[src/rtl/parking_fee_unit.sv]
// parking_fee_unit: per-slot occupancy and billing stage.
// Records entry hours, bills exits across midnight, tracks revenue.
module parking_fee_unit #(
    parameter int N_SLOTS = 8,
    parameter int SLOT_W  = 4,
    parameter int RATE    = 3,
    parameter int FEE_W   = 8,
    parameter int REV_W   = 16
) (
    input  logic               CLK,
    input  logic               Start_n,
    input  logic [4:0]         hour,
    input  logic               car_in,
    input  logic               car_out,
    input  logic [SLOT_W-1:0]  slot_id,
    output logic [N_SLOTS-1:0] occupied,
    output logic [4:0]         free_count,
    output logic               full,
    output logic [FEE_W-1:0]   fee,
    output logic               fee_valid,
    output logic               err,
    output logic [REV_W-1:0]   revenue
);

    localparam int          IDX_W   = (N_SLOTS > 1) ? $clog2(N_SLOTS) : 1;
    localparam logic [31:0] NS_U    = N_SLOTS;
    localparam logic [31:0] RATE_U  = RATE;
    localparam logic [31:0] FEE_MAX = 32'((64'd1 << FEE_W) - 64'd1);
    localparam logic [32:0] REV_MAX = 33'((64'd1 << REV_W) - 64'd1);

    logic [4:0]       entry_hr [N_SLOTS];
    logic [IDX_W-1:0] idx;
    logic             slot_ok;
    logic             hour_ok;
    logic             busy;
    logic             bad;
    logic             acc_in;
    logic             acc_out;
    logic             rej;
    logic [5:0]       span;
    logic [5:0]       dur;
    logic [4:0]       billed;
    logic [31:0]      raw_fee;
    logic [FEE_W-1:0] fee_n;
    logic [32:0]      rev_sum;
    logic [REV_W-1:0] rev_n;

    assign idx = slot_id[IDX_W-1:0];

    // Validate the request and work out the fee an exit would produce.
    always_comb begin
        slot_ok = 32'(slot_id) < NS_U;
        hour_ok = hour <= 5'd23;
        busy    = occupied[idx];
        bad     = (car_in & car_out) | ~slot_ok | ~hour_ok
                | (car_in & busy) | (car_out & ~busy);
        acc_in  = car_in & ~bad;
        acc_out = car_out & ~bad;
        rej     = (car_in | car_out) & bad;
        // +24 keeps the subtraction positive across midnight
        span    = {1'b0, hour} + 6'd24 - {1'b0, entry_hr[idx]};
        dur     = (span >= 6'd24) ? span - 6'd24 : span;
        billed  = (dur == 6'd0) ? 5'd1 : dur[4:0];
        raw_fee = 32'(billed) * RATE_U;
        fee_n   = (raw_fee > FEE_MAX) ? FEE_MAX[FEE_W-1:0]
                                      : raw_fee[FEE_W-1:0];
        rev_sum = 33'(revenue) + 33'(fee_n);
        rev_n   = (rev_sum > REV_MAX) ? REV_MAX[REV_W-1:0]
                                      : rev_sum[REV_W-1:0];
    end

    // Commit accepted entries/exits and register all outputs.
    always_ff @(posedge CLK or negedge Start_n) begin
        if (!Start_n) begin
            occupied   <= '0;
            free_count <= 5'(N_SLOTS);
            full       <= 1'b0;
            fee        <= '0;
            fee_valid  <= 1'b0;
            err        <= 1'b0;
            revenue    <= '0;
            for (int i = 0; i < N_SLOTS; i++) begin
                entry_hr[i] <= 5'd0;
            end
        end else begin
            fee_valid <= acc_out;
            err       <= rej;
            if (acc_in) begin
                occupied[idx] <= 1'b1;
                entry_hr[idx] <= hour;
                free_count    <= free_count - 5'd1;
                full          <= (free_count == 5'd1);
            end
            if (acc_out) begin
                occupied[idx] <= 1'b0;
                fee           <= fee_n;
                revenue       <= rev_n;
                free_count    <= free_count + 5'd1;
                full          <= 1'b0;
            end
        end
    end

endmodule

[config.mk]
export PLATFORM = sky130hd
export DESIGN_NAME = parking_fee_unit
export DESIGN_NICKNAME = d
export VERILOG_FILES = /design/src/rtl/parking_fee_unit.sv
export SDC_FILE = /design/constraint.sdc
export NUM_CORES = 1
export LEC_CHECK = 0
export ABC_AREA = 1
export BUFFER_PORTS_ARGS = -buffer_cell sky130_fd_sc_hd__buf_4
export CORE_MARGIN = 5
export CORE_UTILIZATION = 60
export CTS_BUF_LIST = sky130_fd_sc_hd__clkbuf_4
export CTS_CLUSTER_DIAMETER = 30
export CTS_CLUSTER_SIZE = 12
export DETAILED_ROUTE_END_ITERATION = 10
export PLACE_DENSITY = 0.82
export SYNTH_ARGS = -nofsm -noshare
export SYNTH_HDL_FRONTEND = slang
export SYNTH_SLANG_ARGS = --single-unit
[constraint.sdc]
create_clock -name CLK -period 12.35 [get_ports CLK]
set_input_delay 1.235 -clock CLK [delete_from_list [all_inputs] [get_ports CLK]]
set_output_delay 1.235 -clock CLK [all_outputs]
set_load 0.005 [all_outputs]
Word-level counts from Yosys, hierarchy flattened
Cells that the tools add are included.
{"block": "word_totals", "register_bits": 79, "inputBits": 13, "out_inout_bits": 40, "elab_cells": 73}
{"block": "op_classes", "n_addsub": 6, "mul": 1, "order_cmp": 8, "eq_ne": 1, "mux": 19, "bitwise_logic": 19, "n_reduce_logical": 4}
{"op": "40-bit bitwise mux", "count": 1}
{"op": "5-bit 2-to-1 mux", "count": 6}
{"op": "16-bit by 7-bit adder with 17-bit output", "count": 1}
{"op": "17-bit by 16-bit > comparator with 1-bit output, second input constant", "count": 1}
{"op": "16-bit 2-to-1 mux", "count": 1}
{"op": "8-bit 2-to-1 mux", "count": 2}
{"op": "5-bit binary-select mux with 3-bit select", "count": 1}
{"op": "5-bit demux with 3-bit select", "count": 1}
{"op": "8-bit AND", "count": 1}
{"op": "8-bit NOT", "count": 1}
{"op": "8-bit OR", "count": 1}
{"op": "5-bit by 2-bit multiplier with 7-bit output, second input constant", "count": 1}
{"op": "5-bit by 5-bit adder with 6-bit output, second input constant", "count": 1}
{"op": "1-bit AND", "count": 6}
{"op": "6-bit by 5-bit greater-or-equal comparator with 1-bit output, second input constant", "count": 1}
{"op": "6-bit logical NOT", "count": 1}
{"op": "6-bit 2-to-1 mux", "count": 1}
{"op": "6-bit by 5-bit subtractor with 6-bit output", "count": 1}
{"op": "6-bit by 5-bit subtractor with 6-bit output, second input constant", "count": 1}
{"op": "5-bit by 1-bit adder with 5-bit output, second input constant", "count": 1}
{"op": "5-bit by 1-bit == test with 1-bit output, second input constant", "count": 1}
{"op": "5-bit <= comparator, second input constant", "count": 1}
{"op": "1-bit OR", "count": 5}
{"op": "5-bit by 1-bit subtractor with 5-bit output, second input constant", "count": 1}
{"op": "12 further kinds", "count": 19}

Depth between registers and ports, before layout
Gate-level depths: netlist of the first run.
{"block": "logic_depth", "depth_word": 13, "ltp_mapped": 36, "ltp_nobuf": 35}

Least setup slack after synthesis of the first run
No wires, ideal clock.
{"block": "synth_timing", "kind": "input to register", "from": "input slot_id[1]", "to": "register revenue[14]", "setup_time_ps": 125, "t_arrival_ps": 5693, "required_time_ps": 12225, "slack_ps": 6532, "stages": 31, "n_path_buf": 1, "cell_sequence": "buf_2 nor3_1 inv_1 o22ai_1 a221oi_1 nand2_1 inv_1 ha_1 ha_1 inv_1 fa_1 nand3b_1 nand3b_1 nand3_1 o21ai_0 ha_1 nand4_1 nand2_1 inv_1 nand3_1 and2_1 ha_1 inv_1 nor3_1 nand2_1 nand2_1 nand2_1 nor2_1 nand3_1 xor2_1 nand2_1"}
{"block": "synth_via", "elab_chain_len": 13, "word_cells_on_any_way": 27, "cone_classes": "add/sub (3); mul (1); order compare (3); mux (8); bitwise (11); reduce/logical (1)"}
{"item": "from (decl)", "line": "15", "text": "input logic [SLOT_W-1:0] slot_id,"}
{"item": "3-bit NOT with 4-bit output (implied by the code) *", "line": "61", "text": "span = {1'b0, hour} + 6'd24 - {1'b0, entry_hr[idx]};"}
{"item": "5-bit binary-select mux with 3-bit select *", "line": "61"}
{"item": "5-bit 2-to-1 mux (implied by the code) * (2 in a row)", "line": "61"}
{"item": "6-bit by 5-bit subtractor with 6-bit output *", "line": "61"}
{"item": "6-bit by 5-bit subtractor with 6-bit output / 6-bit by 5-bit greater-or-equal comparator with 1-bit output (equally long branches)", "line": "62", "text": "dur = (span >= 6'd24) ? span - 6'd24 : span;"}
{"item": "6-bit 2-to-1 mux *", "line": "62"}
{"item": "6-bit logical NOT", "line": "63", "text": "billed = (dur == 6'd0) ? 5'd1 : dur[4:0];"}
{"item": "5-bit 2-to-1 mux *", "line": "63"}
{"item": "5-bit by 2-bit multiplier with 7-bit output *", "line": "64", "text": "raw_fee = 32'(billed) * RATE_U;"}
{"item": "net fee_n[5]", "line": "44", "text": "logic [FEE_W-1:0] fee_n;"}
{"item": "16-bit by 7-bit adder with 17-bit output *", "line": "67", "text": "rev_sum = 33'(revenue) + 33'(fee_n);"}
{"item": "17-bit by 16-bit > comparator with 1-bit output", "line": "68", "text": "rev_n = (rev_sum > REV_MAX) ? REV_MAX[REV_W-1:0]"}
{"item": "16-bit 2-to-1 mux *", "line": "68"}
{"item": "to (signal assigned)", "line": "97", "text": "revenue <= rev_n;"}
{"item": "to (decl)", "line": "22", "text": "output logic [REV_W-1:0] revenue"}
The timed path passes the listed nets; every way through them passes the cells marked *. The select of a mux whose other input is x is not followed.
A chain may end at the register's enable or synchronous reset.

Final worst setup path of the first run
{"block": "layout_timing", "from": "input slot_id[0]", "to": "register revenue[11]"}
The elaborated chain is that of the path after synthesis.

==> impl_metrics.csv, run 1 <==
group,metric,value,unit
outcome,status,"completed",
logic_synthesis,synth_compound_area_frac,0.1299,
logic_synthesis,synthSimpleGateAreaFrac,0.2269,
timing,worst_pin_slew,0.9827,ns
layout,final_common_cell,"nand2_1",
timing,finalSetupViolCount,0,
logic_synthesis,muxShareOfSynthArea,0,
power_and_ir_drop,ir_drop,0.0001457,V
layout,nets,649,
hold_path,hold_class,"flop to flop",
timing,rsz0062_at_grt,"no",
logic_synthesis,synth_warnings,0,
timing,setup_tns,0,ns
worst_setup_path,start_kind,"input pin",
logic_synthesis,synth_seq_cells,79,
worst_setup_path,r2r_end,"revenue[11]",
clock_tree,cts-root-buf,"clkbuf_4",
placed_design,hpwl,7.859,mm
logic_synthesis,synth-edff-count,0,
worst_setup_path,cpMaxStageDelayCell,"nor3_1",
clock_tree,cts_setup_buffers,0,
clock_tree,cts_buffer_depth,2,
clock_tree,htreeDepth,3,
worst_setup_path,r2r-start,"entry_hr[1]",
logic_synthesis,synth_nets,604,
logic_synthesis,synth-main-ff-cell,"dfrtp_1",
grt,grt_pass1_vias,3808,
hold_path,holdPathStages,2,
route,first_iter_violations,372,
die,die_y,96.49,um
clock_tree,path_clk_slew,0.13,ns
logic_synthesis,synth_fa_ha_area_frac,0.07193,
logic_synthesis,syn_area_per_cell,7.915,um^2
timing,slew_violations,0,
route,first_pass_iters,5,
logic_synthesis,synth_xor_area_frac,0.04293,
route,wire_per_inst,15.26,um
power_and_ir_drop,p_leak,0.002651,uW
placed_design,placedCellCount,700,
logic_synthesis,synth_top_family_by_area,"simple AND/OR/NAND/NOR gates",
route,drc,0,
logic_synthesis,syn-cell-area,0.004488,mm^2
worst_setup_path,worst_ep_required_time,12.71,ns
layout,drive_above_1_share,0.1297,
grt,antenna_found_initial,0,
timing,finalClockSkew,0.01620,ns
placed_design,gp_congestion,1.008,
worst_setup_path,cp_max_fo,10,
clock_tree,cts_tree,"yes",
layout,layout_common_cells,"152 x nand2_1, 78 x dfrtp_1, 77 x inv_1",
clock_tree,cts_buffers,9,
power_and_ir_drop,p_per_area,243.1,mW/mm^2
die,die_area,0.009309,mm^2
logic_synthesis,synth_area_leaders,"dfrtp_1 43%, nand2_1 13%, inv_1 6.4%",
worst_setup_path,r2r_cells,27,
layout,antenna_cells,0,
placed_design,pre_cts_slack,5.603,ns
clock_tree,cts_resized,0,
logic_synthesis,yosysSeqAreaShare,0.4408,
worst_setup_path,endpoint_kind,"flop",
grt,grt_max_degree,80,
timing,finalHoldViolations,0,
timing,fin_crit_sh,0.5261,
layout,final_cells,716,
die,initial_core_util,0.6188,
timing,fmax,153.9,MHz
logic_synthesis,netlist.area_leader.share,0.4349,
logic_synthesis,ys_async_sr_fraction,1.000,
die,rows,31,
route,vias,3966,
route,drt_wl_total,10.92,mm
worst_setup_path,cp-startpoint,"slot_id[0]",
worst_setup_path,rrSetupSlack,7.14,ns
timing,setup_ws,5.852,ns
grt,grt.overflow.total,0,
die,die_x,96.49,um
logic_synthesis,syn_inst,567,
route,drtAntennaViolNets,0,
die,core-area,0.007253,mm^2
clock_tree,holdBufCountCts,0,
clock_tree,cts.sinks,79,
worst_setup_path,path_buf_inv,6,
timing,post-route-min-period,6.498,ns
flow_run,maxCapViolations,0,
worst_setup_path,critPathTopFamily,"simple AND/OR/NAND/NOR gates",
timing,relSlewSlack,0.3448,
logic_synthesis,yosysTopAreaCell,"dfrtp_1",
hold_path,min-delay-start,"fee[0]",
worst_setup_path,path_class,"input pin to flop",
hold_path,min_to,"fee[0]",
worst_setup_path,cp_slowest_stage_delay,0.60,ns
clock_tree,clk_latency,0.42,ns
worst_setup_path,arrival,6.86,ns
grt,track_usage,0.2532,
die,ios,53,
placed_design,numPortBuffers,51,
layout,area_delta_synth_final,12.96,%
logic_synthesis,synth.distinct_cells,34,
layout,n_fill_cell,574,
grt,grt_pass1_wl,18.25,mm
route,avgViaCountPerCell,5.539,
-- sequential cells by signal, summed over array words and instances (netlist names) --
name / flops
revenue: 16
free_count: 5
full: 1
entry_hr: 40
fee: 7
occupied: 8
err: 1
fee_valid: 1
-- cell type report --
type | count | area, um^2 | area share
clock inverter | 6 | 85.08 | 0.01678
clock buffer | 10 | 75.07 | 0.01481
sequential | 79 | 1978 | 0.3902
timing repair buffer | 52 | 390.4 | 0.07700
multi-input combinational | 391 | 2121 | 0.4183
tap | 99 | 123.9 | 0.02443
inverter | 79 | 296.5 | 0.05849
-- layer usage --
layer	track usage	up-vias	part of all wire
met5	0	-	0
met3	0.05267	20	0.085
li1	-	1925	-
met2	0.3925	171	0.47
met1	0.3626	1850	0.43
met4	0.06776	0	0.014
-- worst max-delay path by stage --
stage                  end  cells after the start
2_1_floorplan  revenue[14]                     31
3_3_place_gp   revenue[11]                     30
3_5_place_dp   revenue[11]                     30
4_1_cts        revenue[11]                     30
5_1_grt        revenue[11]                     29
6_report       revenue[11]                     29
-- per-stage QoR --
| step | area, um^2 | hold slack [ns] | power [uW] | util |
|---|---|---|---|---|
| after floorplan | 4488 | 0.4676 | 852.1 | - |
| after global placement | 4910 | 0.4651 | 1012 | 0.6769 |
| after detailed placement | 4910 | 0.4677 | 1036 | 0.6769 |
| after CTS | 5070 | 0.4986 | 1228 | 0.6990 |
| after global routing | 5070 | 0.5206 | 1348 | 0.6990 |
| final | 5070 | 0.4937 | 1233 | 0.6990 |
-- cell usage after synthesis, types with 2 or more instances --
master / count
a21o_1: 3
a21oi_1: 31
a221oi_1: 5
buf_2: 8
buf_4: 2
clkbuf_1: 7
dfrtp_1: 78
fa_1: 3
ha_1: 21
inv_1: 77
inv_2: 2
nand2_1: 152
nand2_2: 2
nand3_1: 22
nand3b_1: 3
nand4_1: 9
nor2_1: 36
nor2_2: 6
nor3_1: 7
o2111ai_1: 3
o21ai_0: 48
o22ai_1: 10
xnor2_1: 6
xor2_1: 16
-- power by group --
group | leakage, uW | switching (uW) | internal [uW]
sequential | 0.000964 | 57.4 | 338
clock | 0.0000856 | 91.1 | 83.9
combinational | 0.00160 | 389 | 273
total | 0.00265 | 538 | 695
-- tightest hold or removal path: cells and delay by family, from the launching register on --
kind / cells / cell delay, ns
DFF: 1 / 0.36
and+or+nand+nor: 2 / 0.10
-- cell families (layout without fill, tap and decap cells) --
group                      count (synthesis)  after routing
DFF                                       79             79
AOI/OAI and AO/OA                        104            104
xor gates and xnor gates                  22             22
and+or+nand+nor                          240            240
buffers and inverters                     97            147
adders and majority gates                 24             24
other                                      1              1
(Power assumes the default switching activity.)
==> inputs of run 2 (changes only) <==
--- a/config.mk
+++ b/config.mk
@@ -8,12 +8,12 @@
 export ABC_AREA = 1
 export BUFFER_PORTS_ARGS = -buffer_cell sky130_fd_sc_hd__buf_4
 export CORE_MARGIN = 5
-export CORE_UTILIZATION = 60
+export CORE_UTILIZATION = 55
 export CTS_BUF_LIST = sky130_fd_sc_hd__clkbuf_4
 export CTS_CLUSTER_DIAMETER = 30
 export CTS_CLUSTER_SIZE = 12
 export DETAILED_ROUTE_END_ITERATION = 10
-export PLACE_DENSITY = 0.82
+export PLACE_DENSITY = 0.79
 export SYNTH_ARGS = -nofsm -noshare
 export SYNTH_HDL_FRONTEND = slang
 export SYNTH_SLANG_ARGS = --single-unit
==> constraint.sdc (replaced) <==
create_clock -name CLK -period 5.3 [get_ports CLK]
set_input_delay 0.53 -clock CLK [delete_from_list [all_inputs] [get_ports CLK]]
set_output_delay 0.53 -clock CLK [all_outputs]
set_load 0.005 [all_outputs]
==> run 2 against run 1 <==
Non-clock buffer count grew 22. Register-to-register slack lost 6.6 ns. Worst hold slack lost 0.28 ns. Sequential power grew 130%. First-iteration DRC count shrank 33%. Critical endpoint unchanged.
==> impl_metrics.csv, run 2 (synthesized netlist as in run 1, its figures left out) <==
group,metric,value,unit
power_and_ir_drop,p_clk_frac,0.121,
die,core-area,0.008093,mm^2
route,drc,0,
layout,regMostFlops,"entry_hr",
layout,nets,671,
power_and_ir_drop,p_seq_frac,0.308,
power_and_ir_drop,p_sw,1303,uW
worst_setup_path,cp_slowest_stage_delay,0.36,ns
die,ios,53,
grt,grt_max_degree,80,
grt,antenna_found_initial,0,
placed_design,gp_congestion,0.9118,
layout,layout_common_cells,"150 x nand2_1, 78 x dfrtp_1, 77 x inv_1",
die,initial_core_util,0.5546,
die,die_x,100.3,um
outcome,status,"completed",
timing,post-route-min-period,5.005,ns
layout,antenna_cells,0,
clock_tree,cts_buffer_depth,2,
clock_tree,cts-root-buf,"clkbuf_4",
worst_setup_path,cp_max_fo,7,
worst_setup_path,path_class,"input pin to flop",
worst_setup_path,start_kind,"input pin",
worst_setup_path,path_buf_inv,10,
route,wire_per_inst,15.45,um
route,first_pass_iters,5,
layout,area_delta_synth_final,17.81,%
grt,grt_pass1_vias,4015,
clock_tree,clk_latency,0.45,ns
layout,final_common_cell,"nand2_1",
clock_tree,cts_buffers,9,
worst_setup_path,cpMaxStageDelayCell,"fa_2",
layout,largest_reg_flops,40,
timing,relSlewSlack,0.3279,
power_and_ir_drop,ir_drop,0.0002868,V
grt,grt.overflow.total,0,
timing,worst_pin_slew,1.007,ns
clock_tree,cts.sinks,79,
power_and_ir_drop,p_per_area,564.2,mW/mm^2
power_and_ir_drop,switching_share,0.4366,
timing,fin_crit_sh,0.9443,
route,first_iter_violations,250,
timing,fmax,199.8,MHz
grt,grt_pass1_wl,19.00,mm
die,die_area,0.01007,mm^2
die,rows,33,
route,avgViaCountPerCell,5.491,
power_and_ir_drop,p_leak,0.002763,uW
timing,finalHoldViolations,0,
timing,finalSetupViolCount,0,
worst_setup_path,critPathTopFamily,"simple AND/OR/NAND/NOR gates",
clock_tree,path_clk_slew,0.13,ns
timing,hold_slack,0.2154,ns
clock_tree,htreeDepth,3,
worst_setup_path,endpoint_kind,"flop",
layout,n_fill_cell,722,
worst_setup_path,worst_ep_required_time,5.67,ns
route,drtAntennaViolNets,0,
worst_setup_path,arrival,5.37,ns
timing,finalClockSkew,0.01778,ns
route,drt_wl_total,11.49,mm
timing,slew_violations,0,
timing,setup_tns,0,ns
power_and_ir_drop,comb_power_share,0.571,
route,vias,4085,
grt,track_usage,0.2365,
layout,top_regs,"entry_hr x40, revenue x16, occupied x8",
power_and_ir_drop,internal-power,1681,uW
worst_setup_path,cpMostUsedCell,"nand2_1",
clock_tree,cts_tree,"yes",
placed_design,hpwl,8.257,mm
placed_design,numPortBuffers,51,
hold_path,hold_class,"input pin to async pin",
layout,drive_above_1_share,0.1800,
flow_run,maxCapViolations,0,
die,die_y,100.3,um
run 2: changes by cell type in the layout (fill, tap and decap cells not counted), sizes merged:
cell / change
bufinv: -1
inv: +1
clkbuf: -1
clkinv: +1
buf: +22
run 2: area by class of cell:
type	instances	area (um^2)	share of cell area
flip-flops and latches	79	1978	0.3741
clock inverters	7	62.56	0.01183
inverters	79	299.0	0.05655
repair buffers	74	555.5	0.1051
clock buffers	9	67.56	0.01278
well taps	105	131.4	0.02485
multi-input cells	391	2193	0.4148
run 2: worst register-to-register path: cells and delay by family, from the launching register on:
kind | cells | cell delay, ns
compound gates | 3 | 0.51
flops | 1 | 0.39
buf+inv | 6 | 0.40
fa+ha+maj | 5 | 1.28
simple gates | 18 | 2.12
run 2: layer usage:
layer,routed length [um],GRT usage,up-vias,share of wire
met5,0,0,-,0
met3,802,0.04656,27,0.070
li1,-,-,1967,-
met1,4976,0.3222,1918,0.43
met4,309,0.07668,0,0.027
met2,5404,0.3812,173,0.47
run 2: worst paths after layout:
path                       slack (ns)  cells past startpoint         start      endpoint
max reg2reg                      0.52                     32  entry_hr[10]   revenue[11]
min reg2reg                      0.50                      2        fee[5]        fee[5]
min                              0.22                      1       Start_n  entry_hr[20]
min in group CLK                 0.34                      3       car_out           err
max in group asynchronous        4.40                      1       Start_n    revenue[4]
max                              0.30                     37    slot_id[2]   revenue[11]
run 2: power by group through the flow:
stage	sequential (uW)	combinational [uW]	clock [uW]
floorplan	900	1090	0
global placement	921	1520	0
detailed placement	930	1580	0
CTS	918	1590	366
global route	943	1900	391
finish	920	1700	361
run 2: metrics by stage:
| step | instance area, um^2 | worst slack [ns] | cells | utilization | total power [uW] |
|---|---|---|---|---|---|
| after global placement | 5075 | 0.01015 | 727 | 0.6271 | 2440 |
| after detailed placement | 5075 | -0.3809 | 727 | 0.6271 | 2509 |
| after global routing | 5288 | -0.05869 | 744 | 0.6534 | 3233 |
| final | 5288 | 0.2953 | 744 | 0.6534 | 2983 |
| after CTS | 5205 | 0.05713 | 743 | 0.6432 | 2874 |
| after floorplan | 4488 | 0.1872 | 567 | - | 1986 |
run 2: repair_timing:
| item | CTS | global route |
|---|---|---|
| endpoints found under the setup margin | 0 | 16 |
| gates resized for setup | 0 | 16 |
| hold buffers | 0 | 0 |
| setup buffers | 0 | 1 |
